[config.mk]
export PLATFORM = sky130hd
export DESIGN_NAME = fifo_stream_reader
export DESIGN_NICKNAME = d
export VERILOG_FILES = /design/src/rtl/fifo_stream_reader_pkg.sv /design/src/rtl/stream_ring_buf.sv /design/src/rtl/fifo_stream_reader.sv
export SDC_FILE = /design/constraint.sdc
export NUM_CORES = 1
export LEC_CHECK = 0
export ABC_AREA = 1
export CORE_ASPECT_RATIO = 0.5
export CORE_MARGIN = 2
export CORE_UTILIZATION = 50
export CTS_CLUSTER_SIZE = 20
export DETAILED_ROUTE_END_ITERATION = 6
export GPL_TIMING_DRIVEN = 1
export PLACE_DENSITY = 0.75
export SLEW_MARGIN = 20
export SYNTH_ARGS = -nofsm -noshare
export SYNTH_HDL_FRONTEND = slang
export SYNTH_SLANG_ARGS = --single-unit
[constraint.sdc]
create_clock -name clk -period 2.9 [get_ports clk]
set_clock_uncertainty 0.1 [all_clocks]
set_input_delay 0.58 -clock clk [delete_from_list [all_inputs] [get_ports clk]]
set_output_delay 0.58 -clock clk [all_outputs]
set_load 0.01 [all_outputs]
[src/rtl/fifo_stream_reader_pkg.sv]
// Shared constants and helpers for the FIFO read-side stream adapter.
// Defaults match the FIFO library so both sides agree on word width and depth.
package fifo_stream_reader_pkg;

    localparam int DEFAULT_DATA_WIDTH  = 8;
    localparam int DEFAULT_BUF_DEPTH   = 4;
    localparam int DEFAULT_COUNT_WIDTH = 16;

    // Ceiling log2, usable in parameter and port-width expressions.
    function automatic int clog2(input int value);
        int result;
        result = 0;
        while ((1 << result) < value) begin
            result = result + 1;
        end
        return result;
    endfunction

endpackage

[src/rtl/stream_ring_buf.sv]
// Small ring buffer holding prefetched FIFO words. Push writes at the write
// index, pop advances the read index, flush empties it in one cycle. The
// head entry is always visible on head_data; occ says whether it is valid.
module stream_ring_buf
    import fifo_stream_reader_pkg::*;
#(
    parameter int DATA_WIDTH = DEFAULT_DATA_WIDTH,
    parameter int BUF_DEPTH  = DEFAULT_BUF_DEPTH
) (
    input  logic                      clk,
    input  logic                      rst,
    input  logic                      flush,
    input  logic                      push,
    input  logic [DATA_WIDTH-1:0]     push_data,
    input  logic                      pop,
    output logic [clog2(BUF_DEPTH):0] occ,
    output logic [DATA_WIDTH-1:0]     head_data
);

    localparam int IDX_WIDTH = clog2(BUF_DEPTH);

    logic [DATA_WIDTH-1:0] mem [BUF_DEPTH];
    logic [IDX_WIDTH-1:0]  wr_idx;
    logic [IDX_WIDTH-1:0]  rd_idx;

    // Write the landing word into the slot at the write index.
    // NOTE: storage has no reset; occ alone decides which entries are valid.
    always_ff @(posedge clk) begin
        if (push) begin
            mem[wr_idx] <= push_data;
        end
    end

    // Advance indices and track occupancy; flush and reset empty the ring.
    // NOTE: state uses non-blocking assignments so every register samples pre-edge values.
    always_ff @(posedge clk) begin
        if (rst || flush) begin
            wr_idx <= '0;
            rd_idx <= '0;
            occ    <= '0;
        end else begin
            // Power-of-two depth lets the indices wrap by natural overflow.
            if (push) begin
                wr_idx <= wr_idx + 1'b1;
            end
            if (pop) begin
                rd_idx <= rd_idx + 1'b1;
            end
            if (push && !pop) begin
                occ <= occ + 1'b1;
            end else if (!push && pop) begin
                occ <= occ - 1'b1;
            end
        end
    end

    assign head_data = mem[rd_idx];

endmodule

[src/rtl/fifo_stream_reader.sv]
// Read-side companion for the team FIFOs. Issues fifo_rd_en only when a
// buffer slot is reserved for the returning word, absorbs the one-cycle
// FIFO read latency in a ring buffer, and presents a valid/ready stream
// with a flush control and a wrapping transfer counter.
module fifo_stream_reader
    import fifo_stream_reader_pkg::*;
#(
    parameter int DATA_WIDTH  = DEFAULT_DATA_WIDTH,
    parameter int BUF_DEPTH   = DEFAULT_BUF_DEPTH,
    parameter int COUNT_WIDTH = DEFAULT_COUNT_WIDTH
) (
    input  logic                   clk,
    input  logic                   rst,
    input  logic                   fifo_empty,
    output logic                   fifo_rd_en,
    input  logic [DATA_WIDTH-1:0]  fifo_rd_data,
    output logic                   m_valid,
    input  logic                   m_ready,
    output logic [DATA_WIDTH-1:0]  m_data,
    input  logic                   flush,
    output logic                   busy,
    output logic [COUNT_WIDTH-1:0] xfer_count
);

    localparam int OCC_WIDTH = clog2(BUF_DEPTH) + 1;
    localparam logic [OCC_WIDTH:0] DEPTH_LIMIT = (OCC_WIDTH + 1)'(BUF_DEPTH);

    logic [OCC_WIDTH-1:0] occ;
    logic [OCC_WIDTH:0]   reserved;
    logic                 inflight;
    logic                 discard;
    logic                 land;
    logic                 pop;

    // Slots already claimed: buffered words plus the word still returning.
    assign reserved = {1'b0, occ} + {{OCC_WIDTH{1'b0}}, inflight};

    // Read only when a slot is free for the returning word; m_ready is
    // deliberately kept out of this path so no combinational loop forms
    // between the downstream sink and the FIFO.
    assign fifo_rd_en = !rst && !flush && !fifo_empty && (reserved < DEPTH_LIMIT);

    // A returning word is kept unless it lands during or just after a flush.
    assign land    = inflight && !discard && !flush;
    assign m_valid = (occ != '0);
    assign pop     = m_valid && m_ready;
    assign busy    = m_valid || inflight;

    // Track the outstanding read, the post-flush drop window and accepted beats.
    always_ff @(posedge clk) begin
        if (rst) begin
            inflight   <= 1'b0;
            discard    <= 1'b0;
            xfer_count <= '0;
        end else begin
            inflight <= fifo_rd_en;
            discard  <= flush && fifo_rd_en;
            // A beat accepted in the same cycle as a flush still counts.
            if (pop) begin
                xfer_count <= xfer_count + 1'b1;
            end
        end
    end

    stream_ring_buf #(
        .DATA_WIDTH (DATA_WIDTH),
        .BUF_DEPTH  (BUF_DEPTH)
    ) u_ring (
        .clk       (clk),
        .rst       (rst),
        .flush     (flush),
        .push      (land),
        .push_data (fifo_rd_data),
        .pop       (pop),
        .occ       (occ),
        .head_data (m_data)
    );

endmodule
Yosys cells after proc, flatten, opt, wreduce, memory -nomap -nowiden
Memories as Yosys holds them, arrays and structs flattened. A register that Yosys moved wholly into a read port is not among the register bits.
Cells that the tools add are included.
- RAM bits: 32
- memories: 1
- bits in registers: 25
- logic and storage cells: 39
- $add $sub $neg: 6
- magnitude comparators: 1
- multiplexer cells: 6
- reductions and logical operators: 19
- memory list (name ; words ; bits a word ; rd ports ; clocked after Yosys merged registers in ; write ports ; line ; text):
    u_ring.mem ; 4 ; 8 ; 1 ; 1 ; 1 ; stream_ring_buf.sv:22 ; logic [DATA_WIDTH-1:0] mem [BUF_DEPTH];
- operator list (operator ; number):
    $add 16x1->16 const B ; 1
    $logic_and 1x1->1 ; 9
    $logic_not 1->1 ; 6
    $mux 3 ; 2
    $add 2x1->2 const B ; 2
    $add 3x1->4 ; 1
    $lt 4x3->1 const B ; 1
    $mux 2 ; 2
    $add 3x1->3 const B ; 1
    $reduce_bool 3->1 ; 1
    $sub 3x1->3 const B ; 1
    $logic_or 1x1->1 ; 2
    $mux 1 ; 2
    $reduce_bool 2->1 ; 1

Logic depth before layout (Yosys ltp)
Gate-level depths: netlist of run 1.
- word-level depth: 7
- gate-level depth with buffers: 10

Modules after synthesis
From an unflattened synthesis of run 1, not the netlist that was laid out.
- cells, all modules: 273
- area, all modules: 2630.0 µm²
- by module, submodules not included (module ; cells each ; area an instance (µm²) ; times used ; seq. area each (µm²)):
    stream_ring_buf ; 133 ; 1635.3 ; 1 ; 1141.1
    fifo_stream_reader ; 140 ; 994.7 ; 1 ; 360.3

Least setup slack after synthesis of run 1
OpenSTA, ideal clock, no wires.
- kind: input port to flip-flop
- start: input flush
- end: register u_ring.occ[2]
- setup time: 0.122 ns
- stages on the path: 10
- arrival time: 1.857 ns
- path slack: 0.821 ns
- data required time: 2.678 ns
- path through: inv_1 -> nand3_1 -> inv_1 -> ha_1 -> inv_1 -> fa_1 -> a21oi_1 -> o21ai_0 -> o21ai_0 -> a21oi_1
- longest elaborated chain between the ends: 5
- RTL lines (element ; line ; text):
    from (decl) ; fifo_stream_reader.sv:20 ; input logic flush,
    $logic_not 1->1 * ; fifo_stream_reader.sv:44 ; assign land = inflight && !discard && !flush;
    $logic_and 1x1->1 * ; fifo_stream_reader.sv:44 ;
    net land ; fifo_stream_reader.sv:32 ; logic land;
    $logic_not 1->1 ; stream_ring_buf.sv:51 ; end else if (!push && pop) begin
    $logic_and 1x1->1 ; stream_ring_buf.sv:51 ;
    $reduce_bool 2->1 (no source line) ; -- ;
    to (signal assigned) ; stream_ring_buf.sv:50 ; occ <= occ + 1'b1;
    to (signal assigned) ; stream_ring_buf.sv:52 ; occ <= occ - 1'b1;
    to (decl) ; stream_ring_buf.sv:16 ; output logic [clog2(BUF_DEPTH):0] occ,
The timed path passes the listed nets; every way through them passes the cells marked *.
A chain may end at the register's enable or synchronous reset.

Worst setup path in the final report of run 1
- start: input rst
- end: output fifo_rd_en
- longest elaborated chain between the ends: 4
- RTL lines (element ; line ; text):
    from (decl) ; fifo_stream_reader.sv:13 ; input logic rst,
    $logic_not 1->1 ; fifo_stream_reader.sv:41 ; assign fifo_rd_en = !rst && !flush && !fifo_empty && (reserved < DEPTH_LIMIT);
    $logic_and 1x1->1 (3 in a row) ; fifo_stream_reader.sv:41 ;
    to (decl) ; fifo_stream_reader.sv:15 ; output logic fifo_rd_en,
No other way between the ends.

==> impl_results.md, run 1 <==
- 1st-pass router iterations: 4
- Cell taking the most area after synthesis: edfxtp_1
- Placement Cell Area: 0.003082 mm²
- H-tree depth: 3
- Post-layout nets: 339
- Setup TNS: 0 ns
- 1st-iter DRT viols: 83
- Initial antenna violation count: 0
- Mapped Cells: 264
- Synth top area share: 37.57%
- Primary FF master, synth: edfxtp_1
- Post-DP HPWL: 3541 µm
- Clock buffer depth: 2
- Final wirelength: 4906 µm
- Synthesis-stage register bit count: 59
- Largest net degree at the start of global routing: 17
- FFs w/ async S/R, synth: 0%
- RSZ-0062 raised after global routing: false
- Post-Place Setup Slack: 0.2262 ns
- Fmax: 377.8 MHz
- Number of global-route vias before repair: 1809
- Routed WL per cell: 12.45 µm
- Top cells by area, synth: edfxtp_1, dfxtp_1, nor2_1
- Synth Cell Area: 0.002557 mm²
- I/O pin cnt: 40
- Layout cells sized above 1: 12.65%
- Ys Warns: 0
- Sink Count: 59
- Crit path DAT: 1.97 ns
- Maximum vdd ir drop: 0.0002943 V
- Number of synthesized flops with an enable pin: 32
- Die Area: 0.005737 mm²
- Reg2Reg Depth: 10
- IO Port Bufs: 39
- Multi-input logic area: 907.1 µm²
- TritonCTS Buffers: 9
- Period utilisation layout: 91.27%
- Chip width: 105.1 µm
- PwrDens: 510.7 mW/mm²
- CTS tree: built
- GRT Total Usage: 18.68%
- Worst R2R Setup Slack: 0.81 ns
- # Post-CTS Setup Buffers: 0
- Max cap viols: 0
- HP Class: reg -> reg
- Fin crit period: 2.647 ns
- Final WS setup: 0.2530 ns
- Clock-pin slew on the worst setup and hold paths: 0.06 ns
- Hold_buf cts: 0
- Area grow syn2layout: 28.03%
- Hold path cells: 2
- R2R Path Start: u_ring.occ[1]$_SDFFE_PP0P_
- Mean Syn Cell Area: 9.687 µm²
- GPL Wtd Cong: 0.7238
- Clock Latency Late Sink: 0.33 ns
- Netlist cell types: 32
- Register Area: 0.001501 mm²
- Fin. Hold Viols: 0
- Final hold slack: 0.3755 ns
- Residual DRC: 0
- Core ar.: 0.004932 mm²
- Clk root buf: clkbuf_8
- Ant. Diodes: 0
- First-pass GRT wire length: 7921 µm
- Hold path endpoint: u_ring.rd_idx[1]$_SDFFE_PP0P_
- Max FO, Critical Path: 2
- Fillers: 409
- Number of cell rows: 18
- Synth cell count leaders: nor2_1, edfxtp_1, inv_1, nand2_1, dfxtp_1
- Total gr overflow: 0
- Die height: 54.57 µm
- Most frequent cell after synthesis: nor2_1
- Outcome: finished clean
- Initial Util: 51.85%
- Fin area: 0.003274 mm²
- Cts repair resizes: 0
- Via-to-Cell Ratio: 4.863
- Power Total: 1672 µW
- R2r endpoint: u_ring.occ[2]$_SDFFE_PP0P_
- Synthesized Nets: 284
- Startpoint types: primary input
- Hold path start: u_ring.rd_idx[1]$_SDFFE_PP0P_
- Pins Over Slew Limit: 0
- CP Class: in -> out
- Setup violations, final: 0
- Leak: 0.001227 µW
- Antenna-violating nets left: 0
- Via count: 1916
- CP Capture Type: output port
- Register area share after synthesis: 58.71%
- Worst EP required: 2.22 ns
worst max-delay path by stage:
| stage | endpoint | start | slack (ns) |
|---|---|---|---|
| floorplan | u_ring.occ[2]$_SDFFE_PP0P_ | flush | 0.82 |
| global placement | fifo_rd_en | rst | 0.26 |
| detailed placement | fifo_rd_en | rst | 0.23 |
| CTS | fifo_rd_en | rst | 0.23 |
| global route | m_data[2] | flop | 0.06 |
| finish | fifo_rd_en | rst | 0.25 |
per-stage QoR:
| stage | utilization (%) | std cells |
|---|---|---|
| after floorplan | - | 264 |
| after global placement | 62.48 | 378 |
| after detailed placement | 62.48 | 378 |
| after CTS | 66.39 | 394 |
| after global routing | 66.39 | 394 |
| final | 66.39 | 394 |
state kept, by name (all words and copies together) (netlist names), named ones only:
register       count
inflight           1
u_ring.occ         3
discard            1
xfer_count        16
u_ring.rd_idx      2
u_ring.wr_idx      2
u_ring.mem        32
worst max-delay path, stage by stage:
cell and delay, ns:
clkdlybuf4s50_1 0.45, nor2_1 0.15, nand2_1 0.08, a31oi_1 0.14, clkdlybuf4s50_1 0.56
routing by layer:
metal / vias to the layer above / share of wire, % / global-route usage, % / wire (µm)
li1: 990 / - / - / -
met1: 881 / 45 / 20.39 / 2226
met2: 40 / 49 / 34.85 / 2419
met3: 5 / 4.7 / 7.024 / 231
met4: 0 / 0.59 / 6.889 / 29
met5: - / 0 / 0 / 0
placed cells by master, fill, tap and decap left out:
master	netlist	final
a211oi_1	1	1
a21boi_2	1	1
a21oi_1	15	15
a31oi_1	2	2
buf_4	0	8
bufinv_16	0	1
clkbuf_8	0	9
clkdlybuf4s50_1	0	39
clkinv_1	1	1
clkinv_2	0	3
clkinv_4	0	1
clkinvlp_4	0	2
conb_1	1	1
dfxtp_1	27	27
edfxtp_1	32	32
fa_1	1	1
ha_1	6	6
inv_1	32	32
inv_2	3	3
nand2_1	32	32
nand2_2	3	3
nand2_4	1	1
nand2_8	1	1
nand3_1	7	7
nand3_2	1	1
nand3b_1	1	1
nand4_1	4	4
nor2_1	41	41
nor2_2	3	3
nor2_8	2	2
nor3_1	2	2
nor3_4	1	1
o21ai_0	26	26
o21ai_1	4	4
o22ai_1	8	8
or2_2	1	1
xnor2_1	1	1
power breakdown:
part	internal, µW	leakage [µW]	switching [µW]	total (µW)
combinational	37.5	0.000626	36.8	74.3
clock	392	0.0000950	317	709
sequential	885	0.000506	4.25	889
total	1310	0.00123	358	1670
layout make-up:
| cell class | count | area share (%) |
|---|---|---|
| Multi-Input combinational cell | 166 | 27.70 |
| Clock inverter | 7 | 2.102 |
| Inverter | 36 | 4.127 |
| Timing Repair Buffer | 47 | 13.76 |
| Sequential cell | 59 | 45.85 |
| Clock buffer | 9 | 3.783 |
| Tap cell | 70 | 2.675 |
logic make-up after synthesis:
group	count (synthesis)	share of synthesized area, %
DFF	59	58.71
adders and majority gates	7	3.718
xor gates and xnor gates	1	0.3425
and+or+nand+nor	100	19.28
other	1	0.1466
buffers and inverters	39	5.822
AOI/OAI and AO/OA	57	11.99
Power figures use the tool's default switching activity.
==> run 2, diff against run 1 <==
--- a/config.mk
+++ b/config.mk
@@ -5,14 +5,13 @@
 export SDC_FILE = /design/constraint.sdc
 export NUM_CORES = 1
 export LEC_CHECK = 0
-export ABC_AREA = 1
 export CORE_ASPECT_RATIO = 0.5
 export CORE_MARGIN = 2
-export CORE_UTILIZATION = 50
+export CORE_UTILIZATION = 56
 export CTS_CLUSTER_SIZE = 20
 export DETAILED_ROUTE_END_ITERATION = 6
 export GPL_TIMING_DRIVEN = 1
-export PLACE_DENSITY = 0.75
+export PLACE_DENSITY = 0.83
 export SLEW_MARGIN = 20
 export SYNTH_ARGS = -nofsm -noshare
 export SYNTH_HDL_FRONTEND = slang
==> impl_results.md, run 2 <==
- Commonest cells after routing, fill and taps aside: clkdlybuf4s50_1, edfxtp_1, dfxtp_1, nor2_1, clkbuf_8
- Core Util, Final: 77.13% (+11 points)
- Clock buffer depth: 2 (unchanged)
- Post-DP HPWL: 2840 µm (-20%)
- Pins Over Slew Limit: 0 (unchanged)
- Mapped Cells: 180 (-32%)
- Crit path DAT: 2.11 ns (+0.14 ns)
- HP Class: reg -> reg
- Internal power: 1311 µW (-0.25%)
- Period utilisation layout: 96.29% (+5.0 points)
- Largest net degree at the start of global routing: 21 (+4)
- Max FO, Critical Path: 2 (unchanged)
- Initial antenna violation count: 0 (unchanged)
- Fin crit period: 2.792 ns (+0.1453 ns)
- IO Port Bufs: 39 (unchanged)
- Number of cell rows: 16 (-2)
- CP Class: in -> out
- Die height: 50.83 µm (-6.9%)
- H-tree depth: 3 (unchanged)
- I/O pin cnt: 40 (unchanged)
- Chip width: 97.66 µm (-7.1%)
- Crit-path slowest cell: clkdlybuf4s50_1
- Logic pwr share: 3.9% (-0.5 points)
- Antenna-violating nets left: 0 (unchanged)
- Cell taking the most area after synthesis: edfxtp_1
- Worst EP required: 2.22 ns (about the same)
- Number of global-route vias before repair: 1438 (-21%)
- Area grow syn2layout: 27.00%
- Startpoint types: primary input
- Initial Util: 60.74% (+8.9 points)
- Leak: 0.001109 µW (-9.6%)
- Setup TNS: 0 ns (unchanged)
- 1st-iter DRT viols: 28 (-66%)
- Die Area: 0.004964 mm² (-13%)
- Synth Cell Area: 0.002456 mm² (-4.0%)
- Max cap viols: 0 (unchanged)
- 1st-pass router iterations: 4 (unchanged)
- Most common cell after layout, fill and taps aside: clkdlybuf4s50_1
- Core ar.: 0.004044 mm² (-18%)
- Ys Warns: 0 (unchanged)
- Crit-path most repeated cell: clkdlybuf4s50_1
- Clock Latency Late Sink: 0.33 ns (about the same)
- Routed WL per cell: 14.37 µm (+15%)
- Clk root buf: clkbuf_8
- TritonCTS Buffers: 9 (unchanged)
- Number of synthesized flops with an enable pin: 32 (unchanged)
- Max reg flops: 32 (unchanged)
- Sink Count: 59 (unchanged)
- FFs w/ async S/R, synth: 0% (unchanged)
- Fin. Hold Viols: 0 (unchanged)
- Netlist cell types: 40 (+25%)
- Hold_buf cts: 0 (unchanged)
- Final hold slack: 0.4280 ns (+0.05254 ns)
- Synth top area share: 39.12% (+1.6 points)
- Outcome: finished clean
- First-pass GRT wire length: 6782 µm (-14%)
- CP peak stage delay: 0.58 ns (+0.02 ns)
- Final wirelength: 4138 µm (-16%)
- Most frequent cell after synthesis: edfxtp_1
- Top cells by area, synth: edfxtp_1, dfxtp_1, mux4_2
- Maximum vdd ir drop: 0.0003713 V (+26%)
- GPL Wtd Cong: 0.7917 (+9.4%)
- Synth cell count leaders: edfxtp_1, dfxtp_1, nor2_1
- Mean Syn Cell Area: 13.65 µm² (+41%)
- Critical path buffers and inverters: 2 (unchanged)
- Post-layout nets: 249 (-27%)
- Clock-pin slew on the worst setup and hold paths: 0.06 ns (about the same)
- Ant. Diodes: 0 (unchanged)
- # Post-CTS Setup Buffers: 0 (unchanged)
- Total gr overflow: 0 (unchanged)
- GRT Total Usage: 18.46% (-0.23 points)
- Via-to-Cell Ratio: 5.299 (+9.0%)
- Setup violations, final: 0 (unchanged)
- Largest regs: u_ring.mem (32), xfer_count (16), u_ring.occ (3)
- Primary FF master, synth: edfxtp_1
- Residual DRC: 0 (unchanged)
- CTS tree: built
- Via count: 1526 (-20%)
- Reg power frac: 53.3% (about the same)
- Cts repair resizes: 0 (unchanged)
- Synthesized Nets: 200 (-30%)
- Switching Share: 21.21% (-0.17 points)
- P_sw: 353.1 µW (-1.3%)
- CP Capture Type: output port
- Fmax: 358.1 MHz (-5.2%)
- Synthesis-stage register bit count: 59 (unchanged)
- CP Cell Sequence: clkdlybuf4s50_1, or2_2, nor4_1, clkdlybuf4s50_1
- PwrDens: 533.6 mW/mm² (+4.5%)
- Register area share after synthesis: 61.13% (+2.4 points)
- Layout cells sized above 1: 17.09% (+4.4 points)
- RSZ-0062 raised after global routing: false
- Largest Register: u_ring.mem
- Clock Power Share: 42.8% (+0.4 points)
- Top Family by Delay on Critical Path: buffers and inverters
run 2: cell types whose count changed after synthesis, moves of 10 or more:
cell	delta
nor2_1	-16
nand2_1	-29
inv_1	-26
o21ai_0	-23
a21oi_1	-10
run 2: logic make-up after synthesis:
group           share of synthesized area [%]
compound gates                          2.954
xor+xnor                                4.992
fa+ha+maj                               3.872
buf+inv                                 1.936
flops                                   61.13
mux                                     9.679
other cells                            0.1527
simple gates                            15.28
run 2: worst paths after layout:
| check | slack (ns) | cells after the start | from | to |
|---|---|---|---|---|
| min reg2reg | 0.43 | 2 | u_ring.rd_idx[1]$_SDFFE_PP0P_ | u_ring.rd_idx[1]$_SDFFE_PP0P_ |
| max reg2reg | 0.72 | 7 | u_ring.occ[1]$_SDFFE_PP0P_ | u_ring.occ[2]$_SDFFE_PP0P_ |
| min | 0.43 | 2 | u_ring.rd_idx[1]$_SDFFE_PP0P_ | u_ring.rd_idx[1]$_SDFFE_PP0P_ |
| max | 0.11 | 4 | flush | fifo_rd_en |
run 2: metal layers:
layer | vias up | part of all wire, % | global-route usage (%)
li1 | 748 | - | -
met1 | 740 | 45 | 20.96
met2 | 34 | 49 | 31.72
met3 | 4 | 5.0 | 8.071
met4 | 0 | 1.4 | 6.944
met5 | - | 0 | 0
run 2: worst min-delay path, delay by kind of cell, from the launching register on:
kind	cells	cell delay, ns
xor+xnor	1	0.11
flops	1	0.33
simple gates	1	0.05
run 2: layout make-up:
| type | instances | area (µm²) |
|---|---|---|
| Timing Repair Buffer | 44 | 427.9 |
| Fill cell | 243 | 924.6 |
| Inverter | 6 | 22.52 |
| Multi-Input combinational cell | 109 | 907.1 |
| Clock buffer | 9 | 123.9 |
| Clock inverter | 7 | 68.82 |
| Sequential cell | 59 | 1501 |
| Tap cell | 54 | 67.56 |
run 2: metrics by stage:
| step | area, µm² | setup slack [ns] | instances | power (µW) |
|---|---|---|---|---|
| floorplan | 2456 | 0.5063 | 180 | 932.3 |
| global placement | 2927 | 0.1338 | 272 | 967.6 |
| detailed placement | 2927 | 0.09775 | 272 | 970.5 |
| CTS | 3119 | 0.09836 | 288 | 1682 |
| global route | 3119 | 0.05010 | 288 | 1720 |
| finish | 3119 | 0.1077 | 288 | 1664 |
run 2: power groups by stage:
| stage | combinational [µW] | clock (µW) | sequential, µW |
|---|---|---|---|
| after global placement | 61.8 | 0 | 906 |
| after CTS | 64.7 | 730 | 888 |
| after floorplan | 26.6 | 0 | 906 |
| after global routing | 70.1 | 762 | 888 |
| final | 64.1 | 712 | 888 |
| after detailed placement | 64.4 | 0 | 906 |
